$ cat config.mk
export PLATFORM = sky130hd
export DESIGN_NAME = axis_arbiter
export DESIGN_NICKNAME = d
export VERILOG_FILES = /design/src/rtl/axis_arbiter.sv
export SDC_FILE = /design/constraint.sdc
export NUM_CORES = 1
export LEC_CHECK = 0
export BUFFER_PORTS_ARGS = -buffer_cell sky130_fd_sc_hd__buf_2
export CORE_ASPECT_RATIO = 0.8
export CORE_MARGIN = 2
export CORE_UTILIZATION = 29
export CTS_CLUSTER_DIAMETER = 150
export DETAILED_ROUTE_END_ITERATION = 10
export SLEW_MARGIN = 25
export SYNTH_ARGS = -nofsm -noshare
export SYNTH_HDL_FRONTEND = slang
export SYNTH_SLANG_ARGS = --single-unit
$ cat constraint.sdc
create_clock -name clock -period 1.85 [get_ports clock]
set_clock_uncertainty 0.15 [all_clocks]
set_input_delay 0.185 -clock clock [delete_from_list [all_inputs] [get_ports clock]]
set_output_delay 0.185 -clock clock [all_outputs]
set_load 0.02 [all_outputs]
$ cat src/rtl/axis_arbiter.sv
// axis_arbiter: round-robin burst arbiter merging COUNT AXI-stream inputs into one
// registered output stage tagged with a one-hot source grant.
module axis_arbiter #(
    parameter int WIDTH = 8,
    parameter int COUNT = 4,
    parameter int BURST = 4
) (
    input  logic                   clock,
    input  logic                   resetn,
    input  logic [COUNT*WIDTH-1:0] idata,
    input  logic [COUNT-1:0]       ivalid,
    output logic [COUNT-1:0]       iready,
    output logic [WIDTH-1:0]       odata,
    output logic                   ovalid,
    input  logic                   oready,
    output logic [COUNT-1:0]       ogrant
);
    localparam int GW = $clog2(COUNT);

    logic             locked_q, locked_d;
    logic [GW-1:0]    g_q, g_d, ptr_q, ptr_d;
    logic [7:0]       cnt_q, cnt_d;
    logic [WIDTH-1:0] odata_q, odata_d;
    logic             ovalid_q, ovalid_d;
    logic [COUNT-1:0] ogrant_q, ogrant_d;
    logic [GW-1:0]    win, src;
    logic             any, accept, xfer;

    function automatic logic [GW-1:0] nxt(input logic [GW-1:0] x);
        return (x == GW'(COUNT - 1)) ? '0 : x + 1'b1;
    endfunction

    // Scanning downwards leaves the first valid stream at or after ptr as the winner.
    always_comb begin
        win = '0;
        any = 1'b0;
        for (int i = COUNT - 1; i >= 0; i--) begin
            if (ivalid[(int'(ptr_q) + i) % COUNT]) begin
                win = GW'((int'(ptr_q) + i) % COUNT);
                any = 1'b1;
            end
        end
    end

    assign accept = !ovalid_q || oready;
    assign src    = locked_q ? g_q : win;
    assign xfer   = |(iready & ivalid);

    always_comb begin
        iready = '0;
        if (resetn && accept && (locked_q || any)) iready[src] = 1'b1;
    end

    always_comb begin
        locked_d = locked_q;
        g_d      = g_q;
        cnt_d    = cnt_q;
        ptr_d    = ptr_q;
        odata_d  = odata_q;
        ovalid_d = ovalid_q;
        ogrant_d = ogrant_q;
        if (!locked_q) begin
            if (any && accept) begin
                g_d   = win;
                cnt_d = 8'd1;
                if (BURST > 1) locked_d = 1'b1;
                else ptr_d = nxt(win);
            end
        end else if (!ivalid[g_q]) begin
            locked_d = 1'b0;
            ptr_d    = nxt(g_q);
        end else if (accept) begin
            cnt_d = cnt_q + 8'd1;
            if (cnt_d == 8'(BURST)) begin
                locked_d = 1'b0;
                ptr_d    = nxt(g_q);
            end
        end
        if (xfer) begin
            odata_d  = idata[int'(src)*WIDTH +: WIDTH];
            ovalid_d = 1'b1;
            ogrant_d = COUNT'(1) << src;
        end else if (oready) begin
            ovalid_d = 1'b0;
            ogrant_d = '0;
        end
    end

    always_ff @(posedge clock or negedge resetn) begin
        if (!resetn) begin
            locked_q <= 1'b0;
            g_q      <= '0;
            cnt_q    <= '0;
            ptr_q    <= '0;
            odata_q  <= '0;
            ovalid_q <= 1'b0;
            ogrant_q <= '0;
        end else begin
            locked_q <= locked_d;
            g_q      <= g_d;
            cnt_q    <= cnt_d;
            ptr_q    <= ptr_d;
            odata_q  <= odata_d;
            ovalid_q <= ovalid_d;
            ogrant_q <= ogrant_d;
        end
    end

    assign odata  = odata_q;
    assign ovalid = ovalid_q;
    assign ogrant = ogrant_q;
endmodule

**Yosys cells after proc, flatten, opt, wreduce, memory -nomap -nowiden**

Index checks and enable logic that the tools add are counted.

- Magnitude comparators: 7
- Bitwise operators: 5
- Multiplexer cells: 42
- Equal/unequal tests: 6
- Reduce and logical (&&, ||, !) cells: 16
- Shifts and indexed selects: 2
- Add/sub/neg operators: 5

Operator list:

| cell | count |
|---|---|
| 8-bit two-way mux | 4 |
| 32-bit by 6-bit indexed part select with 8-bit output | 1 |
| 1-bit two-way mux | 20 |
| 2-bit two-way mux | 9 |
| 3-bit by 4-bit less-than comparator with 1-bit output, second input constant | 3 |
| 4-bit two-way mux | 3 |
| 1-bit binary-select mux with 2-bit select | 5 |
| 2-bit by 3-bit less-than comparator with 1-bit output, second input constant | 3 |
| 8-bit by 1-bit adder with 8-bit output, second input constant | 1 |
| 8-bit by 3-bit equality test with 1-bit output, second input constant | 1 |
| 2-bit by 1-bit != test with 1-bit output, second input constant | 3 |
| 3-bit AND reduction | 2 |
| 2-bit OR reduction | 3 |
| 2-bit by 1-bit adder with 2-bit output, second input constant | 2 |
| 2-bit adder, second input constant | 2 |
| 4-bit bitwise AND | 1 |
| 1-bit logical AND | 4 |
| 2-bit nonzero test | 2 |
| 4-bit OR reduction | 1 |
| 1-bit by 2-bit << shifter with 4-bit output, first input constant | 1 |
| 1-bit bitwise AND, first input constant | 3 |
| 1-bit demux with 2-bit select | 1 |
| 2-bit equality test, second input constant | 1 |
| 2-bit by 1-bit greater-or-equal comparator with 1-bit output, second input constant | 1 |
| 5 further kinds | 6 |

- Output and inout port bits: 17
- Word-level logic and storage cells: 90
- Register bits: 26
- Input bits: 39

**Logic depth before layout (Yosys ltp)**

Gate-level depths: netlist (run 1).

- Depth after elaboration: 19
- Gate-level depth with buffers: 8
- Gate-level depth less buffers: 6

**Worst setup path before layout (run 1)**

OpenSTA, ideal clock, no wires.

- Path kind: reg-to-reg
- Start point: register ptr_q[1]
- End point: register ogrant_q[1], in the netlist ogrant[1]
- Path buffers: 2
- Clock period less this slack: 2270 ps
- Setup slack: -420 ps
- Setup time: 67 ps
- Required time: 1633 ps
- Arrival: 2053 ps
- Stages on the path, launching flop included: 8
- Cells stage by stage: dfrtp_1 buf_4 mux2i_1 a32o_2 o31a_1 buf_6 nor3_1 a22o_1

- Cells in the longest elaborated chain, start to end: 17
- Elaborated cells on any way between the ends: 36
- Those cells by class: add/sub (3); order compare (2); shift (1); mux (24); bitwise (1); reduce/logical (5)

Ends and longest elaborated chain:

| what | line | RTL |
|---|---|---|
| start: declaration | 21 | `logic [GW-1:0] g_q, g_d, ptr_q, ptr_d;` |
| start signal: assignment | 102 | `ptr_q <= ptr_d;` |
| 2-bit adder | 38, 39 |  |
| 1-bit binary-select mux with 2-bit select | 38 | `if (ivalid[(int'(ptr_q) + i) % COUNT]) begin` |
| 1-bit two-way mux (not written as such) (2 in a row) | 38 |  |
| 2-bit two-way mux (4 in a row) | 38 |  |
| 2-bit two-way mux | 46 | `assign src = locked_q ? g_q : win;` |
| 2-bit by 3-bit less-than comparator with 1-bit output (not written as such) or 2-bit by 1-bit greater-or-equal comparator with 1-bit output (tied branches) | 51 | `if (resetn && accept && (locked_q \|\| any)) iready[src] = 1'b1;` |
| 1-bit logical AND (not written as such) | 51 |  |
| 1-bit two-way mux (not written as such) | 51 |  |
| 1-bit demux with 2-bit select | 51 |  |
| 4-bit two-way mux * | 51 |  |
| net iready[1] | 12 | `output logic [COUNT-1:0] iready,` |
| 4-bit bitwise AND * | 47 | `assign xfer = \|(iready & ivalid);` |
| 4-bit OR reduction * | 47 |  |
| 4-bit two-way mux or 2-bit nonzero test (tied branches) | n/a |  |
| end signal: assignment | 105 | `ogrant_q <= ogrant_d;` |
| end: declaration | 25 | `logic [COUNT-1:0] ogrant_q, ogrant_d;` |

Mark *: on every way through the listed nets, which the timed path passes. The rest lies on a longest branch. The select of a mux whose other input is x is not followed.
A chain may end at the register's enable or synchronous reset.

**Worst setup path in the final report (run 1)**

- Start point: register ptr_q[1]
- End point: output iready[0]

- Cells in the longest elaborated chain, start to end: 14
- Elaborated cells on any way between the ends: 31
- Those cells by class: add/sub (3); order compare (2); mux (23); reduce/logical (3)

Ends and longest elaborated chain:

| what | line |
|---|---|
| 2-bit adder | 38, 39 |
| 1-bit binary-select mux with 2-bit select | 38 |
| 1-bit two-way mux (not written as such) (2 in a row) | 38 |
| 2-bit two-way mux (4 in a row) | 38 |
| 2-bit two-way mux | 46 |
| 2-bit by 3-bit less-than comparator with 1-bit output (not written as such) or 2-bit by 1-bit greater-or-equal comparator with 1-bit output (tied branches) | 51 |
| 1-bit logical AND (not written as such) | 51 |
| 1-bit two-way mux (not written as such) | 51 |
| 1-bit demux with 2-bit select | 51 |
| 4-bit two-way mux * | 51 |
| end: declaration | 12 |

Every way passes the cells marked *; elsewhere a longest branch is shown, timed or not. The select of a mux whose other input is x is not followed.

==> flow_summary.yaml, run 1 <==
status:
  outcome: "finished with violations"
  violations: "setup timing"
final_layout:
  diodes: 0
  fill_cells: 559
  instances_no_fill: 343
  syn2layout_area_growth_pct: 52.9
  drive_gt1_frac: 0.464
  final_util: 0.466
  fin_nets: 308
route:
  drt_pass1_iterations: 4
  detail-route-antenna-nets: 0
  drcViolationCount: 0
  drt-vias-per-instance: 5.10
  routed_wl_um: 4970
  vias: 1749
  wl_per_cell_um: 14.5
  drt_iter0_drc: 79
clock_tree:
  root_buffer: "clkbuf_8"
  clkTransAtPathRegs_ns: 0.09
  clkSinkCount: 26
  cts.htree.levels: 1
  clk-insertion-delay-late_ns: 0.28
  cts_buffers: 3
  cts_buffer_depth: 2
  cts_tree: "done"
synthesis:
  synthDominantCellAreaShare: 0.387
  synth_ff_type: "dfrtp_1"
  ys_seq_area_frac: 0.387
  syn_area_um2: 1680
  yosysWarnings: 0
  yosys.cell_count.top_type: "dfrtp_1"
  syn-num-nets: 224
  ys_ff_latch: 26
  ys_types: 42
  synth_area_leaders: "dfrtp_1 (39%), a221oi_1 (8.3%), and2_1 (6.3%)"
  ys_top_cells_by_count: "dfrtp_1 (26), nand2_1 (23), and2_1 (17)"
  synth-edff-count: 0
  syn_avg_cell_area_um2: 9.25
  ys_async_sr_fraction: 1.00
  synthCells: 182
  synth_top_area_cell: "dfrtp_1"
global_route:
  grt_pass1_wl_um: 7980
  grt_overflow_total: 0
  grt_usage: 0.158
  grt_pass1_vias: 1620
  grt_antenna_before_repair: 0
  grt_max_degree: 27
power_and_ir_drop:
  leakage_nw: 1.22
  vdd_drop_max_uv: 779
  power_density_nw_per_um2: 1600
floorplanning:
  fp.dieH_um: 72.1
  fp.coreArea_um2: 5530
  die_area_um2: 6430
  start_util: 0.305
  row_count: 24
  io_pins: 56
  die_w_um: 89.2
placement:
  gp_congestion: 0.782
  io_buffers: 55
  dp_cells: 332
  dp_hpwl_um: 3700
timing:
  finalHoldViolations: 0
  setup_viol: 16
  fmax_mhz: 469
  rsz0062_at_grt: "true"
  setup_ws_ns: -0.283
  period_needed_ns: 2.13
  slew_violations: 0
  post-route-period-util: 1.15
  tightest_slew_ns: 0.346
  max-slew-margin-rel: 0.769
min_path:
  min_path_type: "input port to register"
setup_path:
  cp-start-kind: "register"
  crit_fanout: 6
  crit_path_end_kind: "output port"
  critPathArrivalTime_ns: 1.80
  required_ns: 1.51
  critPathKind: "register to output port"
job:
  cap_violations: 0
==> cells in the final DEF (no fill, tap or decap), drive strengths merged <==
| master | n |
|---|---|
| and3 | 3 |
| dfrtp | 26 |
| ha | 3 |
| buf | 89 |
| nand3b | 1 |
| and2b | 1 |
| nor2 | 7 |
| mux4 | 1 |
| a21oi | 5 |
| nor4 | 2 |
| or2 | 2 |
| a22o | 6 |
| a32o | 1 |
| nand2 | 23 |
| and2 | 17 |
| or3 | 1 |
| mux2i | 2 |
| a31oi | 1 |
| nand2b | 3 |
| clkbuf | 4 |
| o31ai | 11 |
| nor2b | 1 |
| nand3 | 4 |
| xor2 | 1 |
| nor3b | 3 |
| dlygate4sd3 | 1 |
| o21bai | 1 |
| o211ai | 2 |
| nor3 | 2 |
| o31a | 1 |
| nand4 | 4 |
| a221oi | 16 |
| a21o | 1 |
| o22ai | 1 |
| inv | 4 |
| o21ai | 12 |
| or4 | 1 |
| a211oi | 1 |
==> state kept, by name (all words and copies together) (netlist names) <==
register  cells
g_q           2
odata         8
ovalid        1
ogrant        4
ptr_q         2
cnt_q         8
locked_q      1
==> path summary, 6_finish.rpt <==
path,startpoint,to,cells after the start,slack (ns)
worst max-delay path,ptr_q[1],iready[0],7,-0.28
worst min-delay path,ivalid[0],ogrant[0],2,0.07
worst max register to register,ptr_q[1],odata[5],6,-0.17
worst min register to register,odata[0],odata[0],2,0.33
max in group asynchronous,resetn,ptr_q[1],3,0.91
min in group asynchronous,resetn,cnt_q[1],3,0.36
==> timing repair <==
item,4_1_cts,5_1_grt
hold buffers,1,0
gates resized for setup,23,19
buffers inserted,6,0
hold endpoints to repair,26,0
pin swaps,9,4
endpoints found under the setup margin,16,25
==> logic make-up after synthesis <==
logic type,Yosys count,synth area share
and+or+nand+nor,75,0.240
AOI/OAI and AO/OA,59,0.272
DFF,26,0.387
buffers and inverters,15,0.0483
muxes,3,0.0253
adders and majority gates,3,0.0223
xor gates and xnor gates,1,0.00521
==> area by class of cell <==
type / instances / area [um^2] / share of cell area
multi-input combinational: 141 / 1130 / 0.439
sequential: 26 / 652 / 0.253
timing repair buffer: 90 / 626 / 0.243
tap: 78 / 97.6 / 0.0379
clock buffer: 4 / 55.1 / 0.0214
inverter: 4 / 15.0 / 0.00583
==> metal layers <==
layer,vias to the layer above,wire length (um),track usage,share of wire
li1,858,-,-,-
met1,842,2440,0.247,0.49
met2,47,2180,0.223,0.44
met3,2,320,0.0330,0.064
met4,0,27,0.0299,0.0054
met5,-,0,0,0
==> critical path: stages, from the launching register on <==
cell and delay (ns):
dfrtp_2 0.46, mux2i_1 0.13, a32o_2 0.26, buf_6 0.12, o31ai_4 0.23, buf_4 0.17, nor3_4 0.04, buf_6 0.12
==> per-stage QoR <==
| stage | cell area (um^2) | total power [W] | setup TNS (ns) | hold WS [ns] | setup slack (ns) |
|---|---|---|---|---|---|
| 2_1_floorplan | 1760 | 0.00249 | -0.580 | -0.261 | -0.0972 |
| 3_3_place_gp | 2310 | 0.00330 | -1.12 | 0.151 | -0.140 |
| 3_5_place_dp | 2310 | 0.00332 | -1.42 | 0.145 | -0.155 |
| 4_1_cts | 2520 | 0.00403 | -1.90 | 0.0553 | -0.294 |
| 5_1_grt | 2570 | 0.00443 | -3.50 | 0.0752 | -0.382 |
| 6_report | 2570 | 0.00412 | -2.09 | 0.0660 | -0.283 |
==> where the power goes <==
group | switching (W) | internal [W] | leakage (nW) | total [W]
logic | 0.00145 | 0.00134 | 0.857 | 0.00280
registers | 0.000176 | 0.000771 | 0.332 | 0.000948
clock network | 0.000188 | 0.000191 | 0.0288 | 0.000379
total | 0.00182 | 0.00231 | 1.22 | 0.00412
(Power assumes the default switching activity.)
==> inputs of run 2 (changes only) <==
- CORE_UTILIZATION: 29 -> 45
- GPL_TIMING_DRIVEN: unset -> 0
- PLACE_DENSITY: unset -> 0.75
==> flow_summary.yaml, run 2 (same netlist as run 1, synthesis figures left out) <==
clock_tree:
  clkSinkCount: 26
  cts.htree.levels: 1
  cts_buffers: 3
  cts_tree: "done"
  clk-insertion-delay-late_ns: 0.27
  root_buffer: "clkbuf_8"
  cts_buffer_depth: 2
  clkTransAtPathRegs_ns: 0.09
final_layout:
  drive_gt1_frac: 0.510
  final_common_cell: "buf_2"
  syn2layout_area_growth_pct: 50.4
  fin_nets: 305
  diodes: 0
  final_cell_mix: "buf_2 (51), nand2_1 (21), dfrtp_1 (21), and2_1 (17), buf_4 (16)"
  fill_cells: 253
global_route:
  grt_pass1_vias: 1664
  grt_overflow_total: 0
  grt_max_degree: 27
  grt_antenna_before_repair: 0
  grt_usage: 0.238
  grt_pass1_wl_um: 7890
timing:
  post-route-period-util: 1.24
  period_needed_ns: 2.30
  rsz0062_at_grt: "true"
  max-slew-margin-rel: 0.685
  tightest_slew_ns: 0.469
  slew_violations: 0
  setup_viol: 17
  setup_tns_ns: -5.31
  finalHoldViolations: 0
  fmax_mhz: 435
  fin_hold_ws_ns: 0.0694
  setup_ws_ns: -0.450
power_and_ir_drop:
  leakage_nw: 1.19
  internal_power_w: 0.00225
  swShare: 0.463
  power.share.sequential: 0.237
  p_switching_w: 0.00194
  power_frac_clock: 0.077
  combPwrFrac: 0.686
  power_density_nw_per_um2: 1660
  vdd_drop_max_uv: 1290
setup_path:
  critPathTopFamily: "compound AO/OA/AOI/OAI gates"
  critPathMostFrequentCell: "buf_6"
  crit_fanout: 5
  cpPeakStageDelay_ns: 0.47
  required_ns: 1.51
  cp_slowest_cell: "dfrtp_2"
  critPathKind: "register to output port"
  crit_chain: "mux2i_1 -> a32o_2 -> o31a_1 -> buf_6 -> nor3b_4 -> buf_6"
  reg2reg_slack_ns: -0.39
  crit_path_end_kind: "output port"
  critPathArrivalTime_ns: 1.96
  cp-start-kind: "register"
  path_buf_inv: 2
min_path:
  min_path_type: "input port to register"
floorplanning:
  fp.coreArea_um2: 3490
  row_count: 19
  die_area_um2: 4250
  start_util: 0.482
  die_w_um: 72.4
  fp.dieH_um: 58.7
  io_pins: 56
status:
  violations: "setup timing"
  outcome: "finished with violations"
route:
  routed_wl_um: 5130
  drt_pass1_iterations: 4
  drt-vias-per-instance: 5.83
  drt_iter0_drc: 122
  detail-route-antenna-nets: 0
  wl_per_cell_um: 16.9
  drcViolationCount: 0
  vias: 1766
placement:
  gp_congestion: 0.813
  dp_hpwl_um: 3150
  pre_cts_ws_ns: -0.347
  io_buffers: 55
job:
  cap_violations: 0
## run 2: cell types whose count changed in the layout (fill, tap and decap cells not counted), sizes merged
| cell | previous run | this run |
|---|---|---|
| clkbuf | 4 | 5 |
| buf | 89 | 84 |
## run 2: repair_timing
item	in CTS	in global routing
cloned	0	0
hold buffers	2	0
pin swaps	8	11
resized for setup	34	34
hold endpoints to repair	26	0
endpoints found under the setup margin	25	29
buffers inserted	14	7
## run 2: area by class of cell
type	instances	area, um^2	share of cell area
Sequential cell	26	657	0.260
Inverter	4	15.0	0.00593
Buffer	10	95.1	0.0376
Multi-Input combinational cell	141	1160	0.460
Timing Repair Buffer	77	507	0.200
Clock buffer	3	41.3	0.0163
Tap cell	42	52.6	0.0208
## run 2: worst paths after layout
check | from | to | depth (start not counted)
max in group asynchronous | resetn | ptr_q[0] | 3
setup / recovery | ptr_q[1] | iready[3] | 6
hold reg to reg | odata[7] | odata[7] | 2
min in group asynchronous | resetn | cnt_q[2] | 3
setup reg to reg | ptr_q[1] | odata[3] | 10
hold / removal | ivalid[0] | ogrant[0] | 2
## run 2: power by group through the flow
stage                     registers, W  clock network, W  logic (W)
after CTS                     0.000945          0.000330    0.00260
after floorplan                0.00107                 0    0.00142
final                         0.000991          0.000324    0.00287
after detailed placement      0.000956                 0    0.00206
after global routing           0.00102          0.000363    0.00308
after global placement        0.000951                 0    0.00204
## run 2: metal layers
metal | wire, um | global-route usage | up-vias | part of all wire
met1 | 2310 | 0.341 | 850 | 0.45
met4 | 55 | 0.0423 | 0 | 0.011
li1 | - | - | 848 | -
met5 | 0 | 0 | - | 0
met3 | 327 | 0.0462 | 6 | 0.064
met2 | 2440 | 0.384 | 62 | 0.48
## run 2: worst reg2reg max path: cells and delay by family (launching register included)
| family | cells | cell delay [ns] |
|---|---|---|
| flops | 1 | 0.47 |
| compound gates | 4 | 0.74 |
| mux | 1 | 0.15 |
| buf+inv | 5 | 0.62 |
## run 2: stage by stage
step                      power [W]  area, um^2   util  cells
after global placement      0.00299        2090  0.598    279
final                       0.00419        2530  0.724    303
after CTS                   0.00388        2410  0.690    298
after detailed placement    0.00302        2090  0.598    279
after floorplan             0.00249        1760      -    182
after global routing        0.00446        2530  0.724    303
